--- config.mk ---
export PLATFORM = sky130hd
export DESIGN_NAME = control_unit_mc
export DESIGN_NICKNAME = d
export VERILOG_FILES = /design/src/rtl/cpu_ctrl_pkg.sv /design/src/rtl/ctrl_decode_rom.sv /design/src/rtl/control_unit_mc.sv
export SDC_FILE = /design/constraint.sdc
export NUM_CORES = 1
export LEC_CHECK = 0
export ABC_AREA = 1
export BUFFER_PORTS_ARGS = -buffer_cell sky130_fd_sc_hd__buf_2
export CAP_MARGIN = 30
export CORE_UTILIZATION = 52
export DETAILED_ROUTE_END_ITERATION = 10
export PLACE_DENSITY = 0.79
export SLEW_MARGIN = 20
export SYNTH_ARGS = -nofsm -noshare
export SYNTH_HDL_FRONTEND = slang
export SYNTH_SLANG_ARGS = --single-unit
--- constraint.sdc ---
create_clock -name CLK -period 1.9 [get_ports CLK]
set_input_delay 0.285 -clock CLK [delete_from_list [all_inputs] [get_ports CLK]]
set_output_delay 0.285 -clock CLK [all_outputs]
set_load 0.02 [all_outputs]
--- src/rtl/cpu_ctrl_pkg.sv ---
// Shared definitions for the multi-cycle CPU control unit.
// Holds the opcode map, ALU and shifter select encodings, the sequencer
// state type and the control-word struct passed from the decode ROM to
// the control unit's output registers.
package cpu_ctrl_pkg;

  localparam int OPC_BITS = 8;
  localparam int ALU_BITS = 3;

  localparam logic [OPC_BITS-1:0] OP_LOADI = 8'h00;
  localparam logic [OPC_BITS-1:0] OP_MOV   = 8'h01;
  localparam logic [OPC_BITS-1:0] OP_ADD   = 8'h02;
  localparam logic [OPC_BITS-1:0] OP_SUB   = 8'h03;
  localparam logic [OPC_BITS-1:0] OP_AND   = 8'h04;
  localparam logic [OPC_BITS-1:0] OP_OR    = 8'h05;
  localparam logic [OPC_BITS-1:0] OP_J     = 8'h06;
  localparam logic [OPC_BITS-1:0] OP_BEQ   = 8'h07;
  localparam logic [OPC_BITS-1:0] OP_LWD   = 8'h08;
  localparam logic [OPC_BITS-1:0] OP_LWI   = 8'h09;
  localparam logic [OPC_BITS-1:0] OP_SWD   = 8'h0A;
  localparam logic [OPC_BITS-1:0] OP_SWI   = 8'h0B;
  localparam logic [OPC_BITS-1:0] OP_MULT  = 8'h0C;
  localparam logic [OPC_BITS-1:0] OP_SLL   = 8'h0D;
  localparam logic [OPC_BITS-1:0] OP_SRL   = 8'h0E;
  localparam logic [OPC_BITS-1:0] OP_SRA   = 8'h0F;
  localparam logic [OPC_BITS-1:0] OP_ROR   = 8'h10;
  localparam logic [OPC_BITS-1:0] OP_BNE   = 8'h11;

  localparam logic [ALU_BITS-1:0] ALU_FWD   = 3'b000;
  localparam logic [ALU_BITS-1:0] ALU_ADD   = 3'b001;
  localparam logic [ALU_BITS-1:0] ALU_AND   = 3'b010;
  localparam logic [ALU_BITS-1:0] ALU_OR    = 3'b011;
  localparam logic [ALU_BITS-1:0] ALU_MULT  = 3'b100;
  localparam logic [ALU_BITS-1:0] ALU_SHIFT = 3'b101;

  localparam logic [1:0] SH_SLL = 2'b00;
  localparam logic [1:0] SH_SRL = 2'b01;
  localparam logic [1:0] SH_SRA = 2'b10;
  localparam logic [1:0] SH_ROR = 2'b11;

  typedef enum logic [1:0] {
    S_DECODE = 2'd0,
    S_MEM    = 2'd1,
    S_WB     = 2'd2
  } state_t;

  typedef struct packed {
    logic                legal;       // opcode is in the instruction set
    logic                wr_en;
    logic [ALU_BITS-1:0] aluop;
    logic [1:0]          shift_mode;
    logic                complement;
    logic                immediate;
    logic                branch;
    logic                bne;
    logic                jump;
    logic                mem_read;
    logic                mem_write;
    logic                load_word;
  } ctrl_word_t;

  localparam ctrl_word_t CTRL_NOP = '0;

  function automatic logic is_mem_op(input ctrl_word_t w);
    return w.mem_read | w.mem_write;
  endfunction

endpackage

--- src/rtl/ctrl_decode_rom.sv ---
// Combinational opcode -> control word lookup.
// Ports:
//   opcode  in   OPC_W  opcode field of the current instruction
//   word    out  struct control word; CTRL_NOP with legal=0 for unknown opcodes
// Loads and stores come out with wr_en=0: the write-back pulse is produced
// later by the sequencer once memory has answered.
module ctrl_decode_rom
  import cpu_ctrl_pkg::*;
#(
  parameter int OPC_W = OPC_BITS
) (
  input  logic [OPC_W-1:0] opcode,
  output ctrl_word_t       word
);

  always_comb begin
    // NOTE: assign every field a default before the case so no path leaves
    // a field unassigned, which would infer a latch.
    word       = CTRL_NOP;
    word.legal = 1'b1;
    case (opcode)
      OP_LOADI: begin word.wr_en = 1'b1; word.immediate = 1'b1; end
      OP_MOV:   word.wr_en = 1'b1;
      OP_ADD:   begin word.wr_en = 1'b1; word.aluop = ALU_ADD; end
      OP_SUB:   begin word.wr_en = 1'b1; word.aluop = ALU_ADD; word.complement = 1'b1; end
      OP_AND:   begin word.wr_en = 1'b1; word.aluop = ALU_AND; end
      OP_OR:    begin word.wr_en = 1'b1; word.aluop = ALU_OR; end
      OP_J:     word.jump = 1'b1;
      OP_BEQ:   begin word.aluop = ALU_ADD; word.complement = 1'b1; word.branch = 1'b1; end
      OP_LWD:   word.mem_read = 1'b1;
      OP_LWI:   begin word.mem_read = 1'b1; word.immediate = 1'b1; end
      OP_SWD:   word.mem_write = 1'b1;
      OP_SWI:   begin word.mem_write = 1'b1; word.immediate = 1'b1; end
      OP_MULT:  begin word.wr_en = 1'b1; word.aluop = ALU_MULT; end
      OP_SLL:   begin word.wr_en = 1'b1; word.aluop = ALU_SHIFT; word.shift_mode = SH_SLL; end
      OP_SRL:   begin word.wr_en = 1'b1; word.aluop = ALU_SHIFT; word.shift_mode = SH_SRL; end
      OP_SRA:   begin word.wr_en = 1'b1; word.aluop = ALU_SHIFT; word.shift_mode = SH_SRA; end
      OP_ROR:   begin word.wr_en = 1'b1; word.aluop = ALU_SHIFT; word.shift_mode = SH_ROR; end
      OP_BNE:   begin word.aluop = ALU_ADD; word.complement = 1'b1; word.bne = 1'b1; end
      default:  word.legal = 1'b0;
    endcase
  end

endmodule

--- src/rtl/control_unit_mc.sv ---
// Multi-cycle CPU control unit: decodes the opcode into registered control
// signals and sequences data-memory loads/stores through the BUSYWAIT
// handshake, aborting an access that stays busy for MEM_TIMEOUT cycles.
// Ports:
//   CLK, RESET        clock; synchronous active-high reset
//   INSTRUCTION       instruction word, opcode in the top OPC_W bits
//   INSTR_VALID       instruction present for decode
//   BUSYWAIT          data memory busy; access complete when low
//   WRITEENABLE ..    registered control word towards the datapath
//   READ / WRITE      data-memory request, held until the access ends
//   PC_STALL          combinational fetch hold
//   MEM_TIMEOUT_ERR   sticky, set when an access times out
//   ILLEGAL_OP        sticky illegal-opcode trap (ILLEGAL_TRAP_EN builds only)
// Configuration: define ILLEGAL_TRAP_EN to trap unknown opcodes; otherwise
// they decode as NOPs.
module control_unit_mc
  import cpu_ctrl_pkg::*;
#(
  parameter int INSTR_W     = 32,
  parameter int OPC_W       = OPC_BITS,
  parameter int ALUOP_W     = ALU_BITS,
  parameter int MEM_TIMEOUT = 255
) (
  input  logic               CLK,
  input  logic               RESET,
  input  logic [INSTR_W-1:0] INSTRUCTION,
  input  logic               INSTR_VALID,
  input  logic               BUSYWAIT,
  output logic               WRITEENABLE,
  output logic [ALUOP_W-1:0] ALUOP,
  output logic [1:0]         SHIFT_MODE,
  output logic               COMPLEMENT_FLAG,
  output logic               IMMEDIATE_FLAG,
  output logic               BRANCH_FLAG,
  output logic               BNE_FLAG,
  output logic               JUMP_FLAG,
  output logic               READ,
  output logic               WRITE,
  output logic               LOAD_WORD_FLAG,
  output logic               PC_STALL,
  output logic               MEM_TIMEOUT_ERR
`ifdef ILLEGAL_TRAP_EN
  ,
  output logic               ILLEGAL_OP
`endif
);

  localparam int CNT_W = $clog2(MEM_TIMEOUT + 1);

  state_t           state;
  ctrl_word_t       dec_word;   // decode of the live instruction
  ctrl_word_t       op_word;    // memory op latched on entry to S_MEM
  ctrl_word_t       wb_word;
  ctrl_word_t       ctrl_q;     // registered outputs
  logic [CNT_W-1:0] wait_cnt;
  logic [CNT_W-1:0] cnt_inc;
  logic             accept;
  logic             dec_mem;
  logic             mem_done;
  logic             mem_abort;
  logic             timeout_err;
  logic             illegal_stall;
  logic             unused_bits;

  ctrl_decode_rom #(.OPC_W(OPC_W)) u_decode (
    .opcode (INSTRUCTION[INSTR_W-1 -: OPC_W]),
    .word   (dec_word)
  );

`ifdef ILLEGAL_TRAP_EN
  logic trap_q;

  always_ff @(posedge CLK) begin
    if (RESET)
      trap_q <= 1'b0;
    else if (state == S_DECODE && INSTR_VALID && !dec_word.legal)
      trap_q <= 1'b1;
  end

  assign accept        = INSTR_VALID && !trap_q;
  assign illegal_stall = trap_q || (INSTR_VALID && !dec_word.legal);
  assign ILLEGAL_OP    = trap_q;
`else
  assign accept        = INSTR_VALID;
  assign illegal_stall = 1'b0;
`endif

  assign dec_mem  = accept && is_mem_op(dec_word);
  assign cnt_inc  = wait_cnt + 1'b1;
  // The first S_MEM cycle (counter still 0) is when memory latches the
  // request, so BUSYWAIT only counts as completion from the second cycle.
  assign mem_done  = (wait_cnt != '0) && !BUSYWAIT;
  // Abort at the edge where the counter would reach MEM_TIMEOUT; the counter
  // therefore never exceeds MEM_TIMEOUT and cannot wrap.
  assign mem_abort = (cnt_inc == CNT_W'(MEM_TIMEOUT));

  always_comb begin
    wb_word           = op_word;
    wb_word.mem_read  = 1'b0;
    wb_word.wr_en     = 1'b1;
    wb_word.load_word = 1'b1;
  end

  always_ff @(posedge CLK) begin
    // NOTE: sequential state uses non-blocking assignments so every register
    // samples the pre-edge values regardless of statement order.
    if (RESET) begin
      state       <= S_DECODE;
      wait_cnt    <= '0;
      op_word     <= CTRL_NOP;
      ctrl_q      <= CTRL_NOP;
      timeout_err <= 1'b0;
    end else begin
      case (state)
        S_DECODE: begin
          ctrl_q <= accept ? dec_word : CTRL_NOP;
          if (dec_mem) begin
            state    <= S_MEM;
            wait_cnt <= '0;
            op_word  <= dec_word;
          end
        end
        S_MEM: begin
          wait_cnt <= cnt_inc;
          if (mem_done) begin
            if (op_word.mem_read) begin
              state  <= S_WB;
              ctrl_q <= wb_word;
            end else begin
              state  <= S_DECODE;
              ctrl_q <= CTRL_NOP;
            end
          end else if (mem_abort) begin
            state       <= S_DECODE;
            ctrl_q      <= CTRL_NOP;
            timeout_err <= 1'b1;
          end
        end
        S_WB: begin
          state  <= S_DECODE;
          ctrl_q <= CTRL_NOP;
        end
        default: begin
          state  <= S_DECODE;
          ctrl_q <= CTRL_NOP;
        end
      endcase
    end
  end

  assign PC_STALL = !RESET && ((state != S_DECODE) || dec_mem || illegal_stall);

  assign WRITEENABLE     = ctrl_q.wr_en;
  assign ALUOP           = ctrl_q.aluop;
  assign SHIFT_MODE      = ctrl_q.shift_mode;
  assign COMPLEMENT_FLAG = ctrl_q.complement;
  assign IMMEDIATE_FLAG  = ctrl_q.immediate;
  assign BRANCH_FLAG     = ctrl_q.branch;
  assign BNE_FLAG        = ctrl_q.bne;
  assign JUMP_FLAG       = ctrl_q.jump;
  assign READ            = ctrl_q.mem_read;
  assign WRITE           = ctrl_q.mem_write;
  assign LOAD_WORD_FLAG  = ctrl_q.load_word;
  assign MEM_TIMEOUT_ERR = timeout_err;

  // Operand fields are consumed by the datapath, not by this unit.
  assign unused_bits = ^{INSTRUCTION[INSTR_W-OPC_W-1:0], ctrl_q.legal};

endmodule

==> results of run 1 <==
==> how the worst max path moves through the flow <==
stage           startpoint        to  slack, ns
6_report       wait_cnt[0]  ALUOP[1]       0.14
5_1_grt        wait_cnt[0]  ALUOP[1]      -0.01
4_1_cts        wait_cnt[0]  ALUOP[0]       0.06
3_5_place_dp   wait_cnt[0]  ALUOP[0]       0.07
3_3_place_gp   wait_cnt[0]  ALUOP[0]       0.07
2_1_floorplan  wait_cnt[1]  ALUOP[2]       0.35
==> kinds of logic (layout without fill, tap and decap cells) <==
family                   after synthesis  after routing
AO/OA/AOI/OAI                         44             44
XOR/XNOR                               1              1
adder cells (fa/ha/maj)                3              3
buffers and inverters                 50             81
flip-flops                            37             37
AND/OR/NAND/NOR                      160            161
==> area by class of cell <==
class	count	area share [%]
well taps	46	2.46
inverters	39	6.26
repair buffers	34	9.09
multi-input cells	209	45.2
clock inverters	1	1.28
flip-flops and latches	37	32.0
clock buffers	7	3.69
==> power groups by stage <==
stage | sequential, mW | clock, mW | combinational [mW]
2_1_floorplan | 0.798 | 0 | 0.0509
3_3_place_gp | 0.796 | 0 | 0.0815
3_5_place_dp | 0.796 | 0 | 0.0821
4_1_cts | 0.778 | 0.713 | 0.0824
5_1_grt | 0.776 | 0.747 | 0.0943
6_report | 0.776 | 0.704 | 0.0834
==> through the flow <==
step	worst slack, ns	cells	setup TNS [ns]	area, µm²	hold WS [ns]
3_5_place_dp	0.0675	363	0	2160	0.429
4_1_cts	0.0585	371	0	2270	0.307
5_1_grt	-0.0132	373	-0.0308	2340	0.325
6_report	0.144	373	0	2340	0.302
3_3_place_gp	0.0664	363	0	2160	0.424
2_1_floorplan	0.352	295	0	1970	0.417
==> registers in the layout, summed over array words and instances (netlist names), 2 cells and up <==
signal,count
op_word,12
wait_cnt,8
ALUOP,3
SHIFT_MODE,2
state,2
==> Yosys cell counts (all sizes together) <==
cell,instances,area (µm²)
o22ai,1,6.26
a211oi,1,7.51
nand3b,8,60.1
clkinv,1,3.75
nand3,28,158
or2,2,12.5
xnor2,1,8.76
dfxtp,37,741
buf,6,41.3
inv,38,143
a21oi,26,130
o21ai,16,80.1
clkbuf,5,18.8
nand2,61,236
ha,3,37.5
nor3,9,45.0
nor3b,1,12.5
nand4,2,12.5
nor2,49,214
==> routing by layer <==
metal,vias to the layer above,share of wire [%],wire length [µm],GRT usage [%]
li1,1006,-,-,-
met1,889,44,2010,27.5
met2,59,49,2220,42.4
met3,11,4.6,212,4.89
met4,0,2.8,126,11.9
met5,-,0,0,0
==> timing repair <==
| item | CTS | global route |
|---|---|---|
| gates resized for setup | 0 | 11 |
| buffers inserted | 0 | 1 |
| setup endpoints to repair | 0 | 15 |
==> impl_metrics.ini, run 1 <==
[clocking]
cts_hold_repair.buffers = 0
root_buffer = sky130_fd_sc_hd__clkbuf_8
insertion_delay_ns = 0.29
worst_setup_hold_path_clk_slew_ns = 0.07
clockBufferDepth = 2
cts_buffers = 5
cts-htree-levels = 2
clock_sinks = 37
cts_tree = yes

[cells_and_area]
commonest_cells_after_routing_fill_and_taps_aside = sky130_fd_sc_hd__nand2_1, sky130_fd_sc_hd__nor2_1, sky130_fd_sc_hd__inv_1
final_net_count = 365
layout_commonest_cell = sky130_fd_sc_hd__nand2_1
area_delta_synth_final_pct = 18.9
drive_above_1_share_pct = 20.2
layout.core_utilization_pct = 67.5
final-seq-area_um2 = 748
multiInputGateArea_um2 = 1060
layout.filler_cells = 318
antenna-diode-count = 0

[worst_setup_path]
path_common_cell = sky130_fd_sc_hd__nand2_1
r2r.worst_path.cells = 12
worst_ep_required_time_ns = 2.13
start_kind = flip-flop
timing_worst_setup_path_type = flip-flop to flip-flop
critPathArrivalTime_ns = 1.99
timing.rr.start = wait_cnt[0]
worst-path-max-fanout = 11
max_stage_delay_ns = 0.37
cp.buffers_inverters = 1
crit_slowest_cell = sky130_fd_sc_hd__dfxtp_4
cp-end-kind = flip-flop
crit_chain = ha_2 -> nand2_2 -> nor2_4 -> nand2_1 -> nand2_1 -> nand2_1 -> nor2_4 -> nand3_4 -> buf_12 -> nand3b_1 -> nand2_1 -> nor2_1
cpLargestDelayFamily = simple AND/OR/NAND/NOR gates
regToRegEndpoint = ALUOP[1]
timing.reg2reg.setup_slack_ns = 0.14
cp_num_cells = 12

[pwr]
power_switching_mw = 0.334
cell_internal_power_mw = 1.23
power_density_nw_per_um2 = 668
switching_part_of_the_total_pct = 21.4
power.clock.fraction_pct = 45.0
static-leakage-power_nw = 0.956
ir_worst_vdd_uv = 379
p_comb_share_pct = 5.3
finalPower_mw = 1.56
pwr-share-seq_pct = 49.6

[logic_synthesis]
synth-xor-area-share_pct = 0.445
yosys.area_share.adder_pct = 1.91
synth-compound-area-share_pct = 11.4
post_synth_inst_count = 295
synth.cell_area_um2 = 1970
synth.distinct_cells = 28
ys_warn_count = 0
synth_simple_gate_area_share_pct = 38.1
net_count_after_synthesis = 334
syn_area_per_cell_um2 = 6.67
muxShareOfSynthArea_pct = 0
sequential_area_share_after_synthesis_pct = 37.6
dominant_combinational_cell_family_by_area_after_synthesis = simple AND/OR/NAND/NOR gates
postSynthRegisterBits = 37

[die]
io_pins = 52
fp.dieH_um = 63.5
initial_utilization_pct = 56.7
row_count = 21
fp.dieW_um = 63.5
dieArea_um2 = 4030
placeableCoreArea_um2 = 3470

[routing]
route.detailed.drc = 0
wl_per_cell_um = 12.2
wl_um = 4570
route.antenna.remaining_nets = 0
dr.pass1.iters = 4
drtIter0Drc = 129
routed_via_density = 5.27
num_vias = 1965

[grt]
globalRoute.totalOverflow = 0
first_global_vias = 1798
global_route_wire_length_before_repair_um = 7660
antenna_found_initial = 0
grt_max_degree = 25
groute.usage.overall_pct = 24.2

[placed_design]
dp_hpwl_um = 3150
placement.io_buffers = 27
replace_congestion = 0.876

[timing]
finalSetupViolCount = 0
maxClockFrequency_mhz = 570
final_period_minus_worst_setup_slack_ns = 1.76
worst_slew_margin_relative_to_its_limit_pct = 65.1
period_share_pct = 92.4
endpoints_failing_hold = 0
finalMaxSlewViolations = 0
slew_at_the_pin_closest_to_its_max_slew_limit_ns = 0.522
rsz0062_at_grt = yes
skew_ns = 0.00591

[flow_run]
max-cap-violations = 0

[min_path]
hold_path_class = primary input to flip-flop
worstHoldPathCells = 2
critical_hold_path_startpoint = RESET
min_delay_worst_endpoint = wait_cnt[1]

[outcome]
outcome = completed
Note: power is estimated with default switching activity, not from simulation.
==> run 2, diff against run 1 <==
CORE_MARGIN = 3   (was unset)
CORE_UTILIZATION = 47   (was 52)
MAX_ROUTING_LAYER = met4   (was unset)
PLACE_DENSITY = 0.75   (was 0.79)
clock period = 1.6 ns   (was 1.9 ns; I/O delays follow)
==> run 2 against run 1 <==
Core utilization up 2.3 points. Total power increased by 19%. Flip-flop and latch count is the same. The run now ends with negative setup slack left.
==> impl_metrics.ini, run 2 (synthesis gave the netlist of run 1 again) <==
[timing]
final_period_minus_worst_setup_slack_ns = 1.70
maxClockFrequency_mhz = 587
period_share_pct = 106
worst_slew_margin_relative_to_its_limit_pct = 71.3
rsz0062_at_grt = yes
endpoints_failing_hold = 0
slew_at_the_pin_closest_to_its_max_slew_limit_ns = 0.430
finalSetupViolCount = 14
timing.setup.tns_ns = -0.837
skew_ns = 0.00827
setup_slack_ns = -0.103
finalMaxSlewViolations = 0

[worst_setup_path]
crit_chain = ha_4 -> nand2_4 -> nor2_4 -> nand2_2 -> nand2_2 -> nand2_2 -> nor2_4 -> nand3_4 -> buf_12 -> nand3b_1 -> nand2_1 -> nor2_1
start_kind = flip-flop
worst-path-max-fanout = 6
cp.buffers_inverters = 1
timing_worst_setup_path_type = flip-flop to flip-flop
critPathArrivalTime_ns = 1.95
worst_ep_required_time_ns = 1.84
max_stage_delay_ns = 0.38
cpLargestDelayFamily = simple AND/OR/NAND/NOR gates
path_common_cell = sky130_fd_sc_hd__nand2_2
crit_slowest_cell = sky130_fd_sc_hd__dfxtp_4
cp-end-kind = flip-flop

[pwr]
ir_worst_vdd_uv = 338
static-leakage-power_nw = 1.15
power_density_nw_per_um2 = 693

[die]
fp.dieW_um = 70.7
io_pins = 52
placeableCoreArea_um2 = 3850
initial_utilization_pct = 51.1
dieArea_um2 = 5000
row_count = 22
fp.dieH_um = 70.7

[cells_and_area]
antenna-diode-count = 0
largest_register_ffs = 12
area_delta_synth_final_pct = 36.7
layout_commonest_cell = sky130_fd_sc_hd__nand2_1
drive_above_1_share_pct = 33.8
layout.core_utilization_pct = 69.8
commonest_cells_after_routing_fill_and_taps_aside = sky130_fd_sc_hd__nand2_1, sky130_fd_sc_hd__nor2_1, sky130_fd_sc_hd__inv_1
largest-register = op_word
stdcell_area_um2 = 2690
final_net_count = 387

[flow_run]
max-cap-violations = 0

[clocking]
clockBufferDepth = 2
worst_setup_hold_path_clk_slew_ns = 0.08
root_buffer = sky130_fd_sc_hd__clkbuf_8
cts_hold_repair.buffers = 0
cts_tree = yes
cts_buffers = 5
cts-htree-levels = 2
insertion_delay_ns = 0.30
clock_sinks = 37

[routing]
route.antenna.remaining_nets = 0
routed_via_density = 5.21
dr.pass1.iters = 4
wl_per_cell_um = 13.8
wl_um = 5470
drtIter0Drc = 196
num_vias = 2068
route.detailed.drc = 0

[placed_design]
placement.io_buffers = 27
replace_congestion = 0.889
postPlaceCellArea_um2 = 2270
dp_hpwl_um = 3400

[outcome]
outcome = finished with violations
failing_checks = negative setup slack

[grt]
groute.usage.overall_pct = 21.2
antenna_found_initial = 0
grt_max_degree = 23
first_global_vias = 1878
global_route_wire_length_before_repair_um = 8340
globalRoute.totalOverflow = 0

[min_path]
hold_path_class = primary input to flip-flop
-- run 2: cell count changes in the layout (fill, tap and decap cells not counted), moves of 3 or more --
cell                      before  now
sky130_fd_sc_hd__o21ai_0      13   10
sky130_fd_sc_hd__nand2_2       4    8
sky130_fd_sc_hd__nand3_2       1    6
sky130_fd_sc_hd__nand2_1      57   51
sky130_fd_sc_hd__buf_6         0    4
sky130_fd_sc_hd__o21ai_1       3    6
sky130_fd_sc_hd__nand3_1      26   21
sky130_fd_sc_hd__a21oi_1      26   16
sky130_fd_sc_hd__a21oi_2       0    9
sky130_fd_sc_hd__buf_4         5   23
sky130_fd_sc_hd__nor2_1       39   36
-- run 2: final timing paths --
check / cells after the start / from / slack (ns) / to
worst max register to register: 12 / wait_cnt[1] / -0.10 / SHIFT_MODE[0]
worst min register to register: 2 / op_word[10] / 0.45 / op_word[10]
worst min-delay path: 2 / RESET / 0.26 / wait_cnt[3]
worst max-delay path: 12 / wait_cnt[1] / -0.10 / SHIFT_MODE[0]
-- run 2: what timing repair did --
| item | CTS | global route |
|---|---|---|
| gates resized for setup | 27 | 33 |
| hold endpoints to repair | 0 | 0 |
| setup endpoints to repair | 16 | 22 |
| cloned | 2 | 2 |
| pin swaps | 8 | 16 |
| setup buffers | 6 | 4 |
-- run 2: cell type report --
class	instances	area, µm²
timing repair buffer	57	438
tap	48	60.1
clock buffer	5	68.8
fill	318	1160
inverter	39	149
clock inverter	3	46.3
sequential	37	751
multi-input combinational	208	1180
-- run 2: report_power, final --
| group | leakage [nW] | internal [mW] | total (mW) | switching, mW |
|---|---|---|---|---|
| Combinational | 0.800 | 0.0388 | 0.114 | 0.0753 |
| Clock | 0.0543 | 0.466 | 0.829 | 0.362 |
| Sequential | 0.301 | 0.920 | 0.921 | 0.00151 |
| Total | 1.15 | 1.42 | 1.86 | 0.439 |
-- run 2: through the flow --
stage	power, mW	setup WS [ns]	hold WS, ns	instances
global route	1.92	-0.211	0.290	397
detailed placement	1.05	-0.0873	0.428	378
floorplan	1.01	0.0520	0.417	295
finish	1.86	-0.103	0.259	397
global placement	1.05	-0.0642	0.423	378
CTS	1.87	-0.0519	0.265	394
-- run 2: layer usage --
metal	share of wire (%)	up-vias	track usage, %
met3	4.9	15	4.26
li1	-	1051	-
met5	0	-	-
met1	40	943	24.0
met2	51	59	36.3
met4	3.4	0	8.98
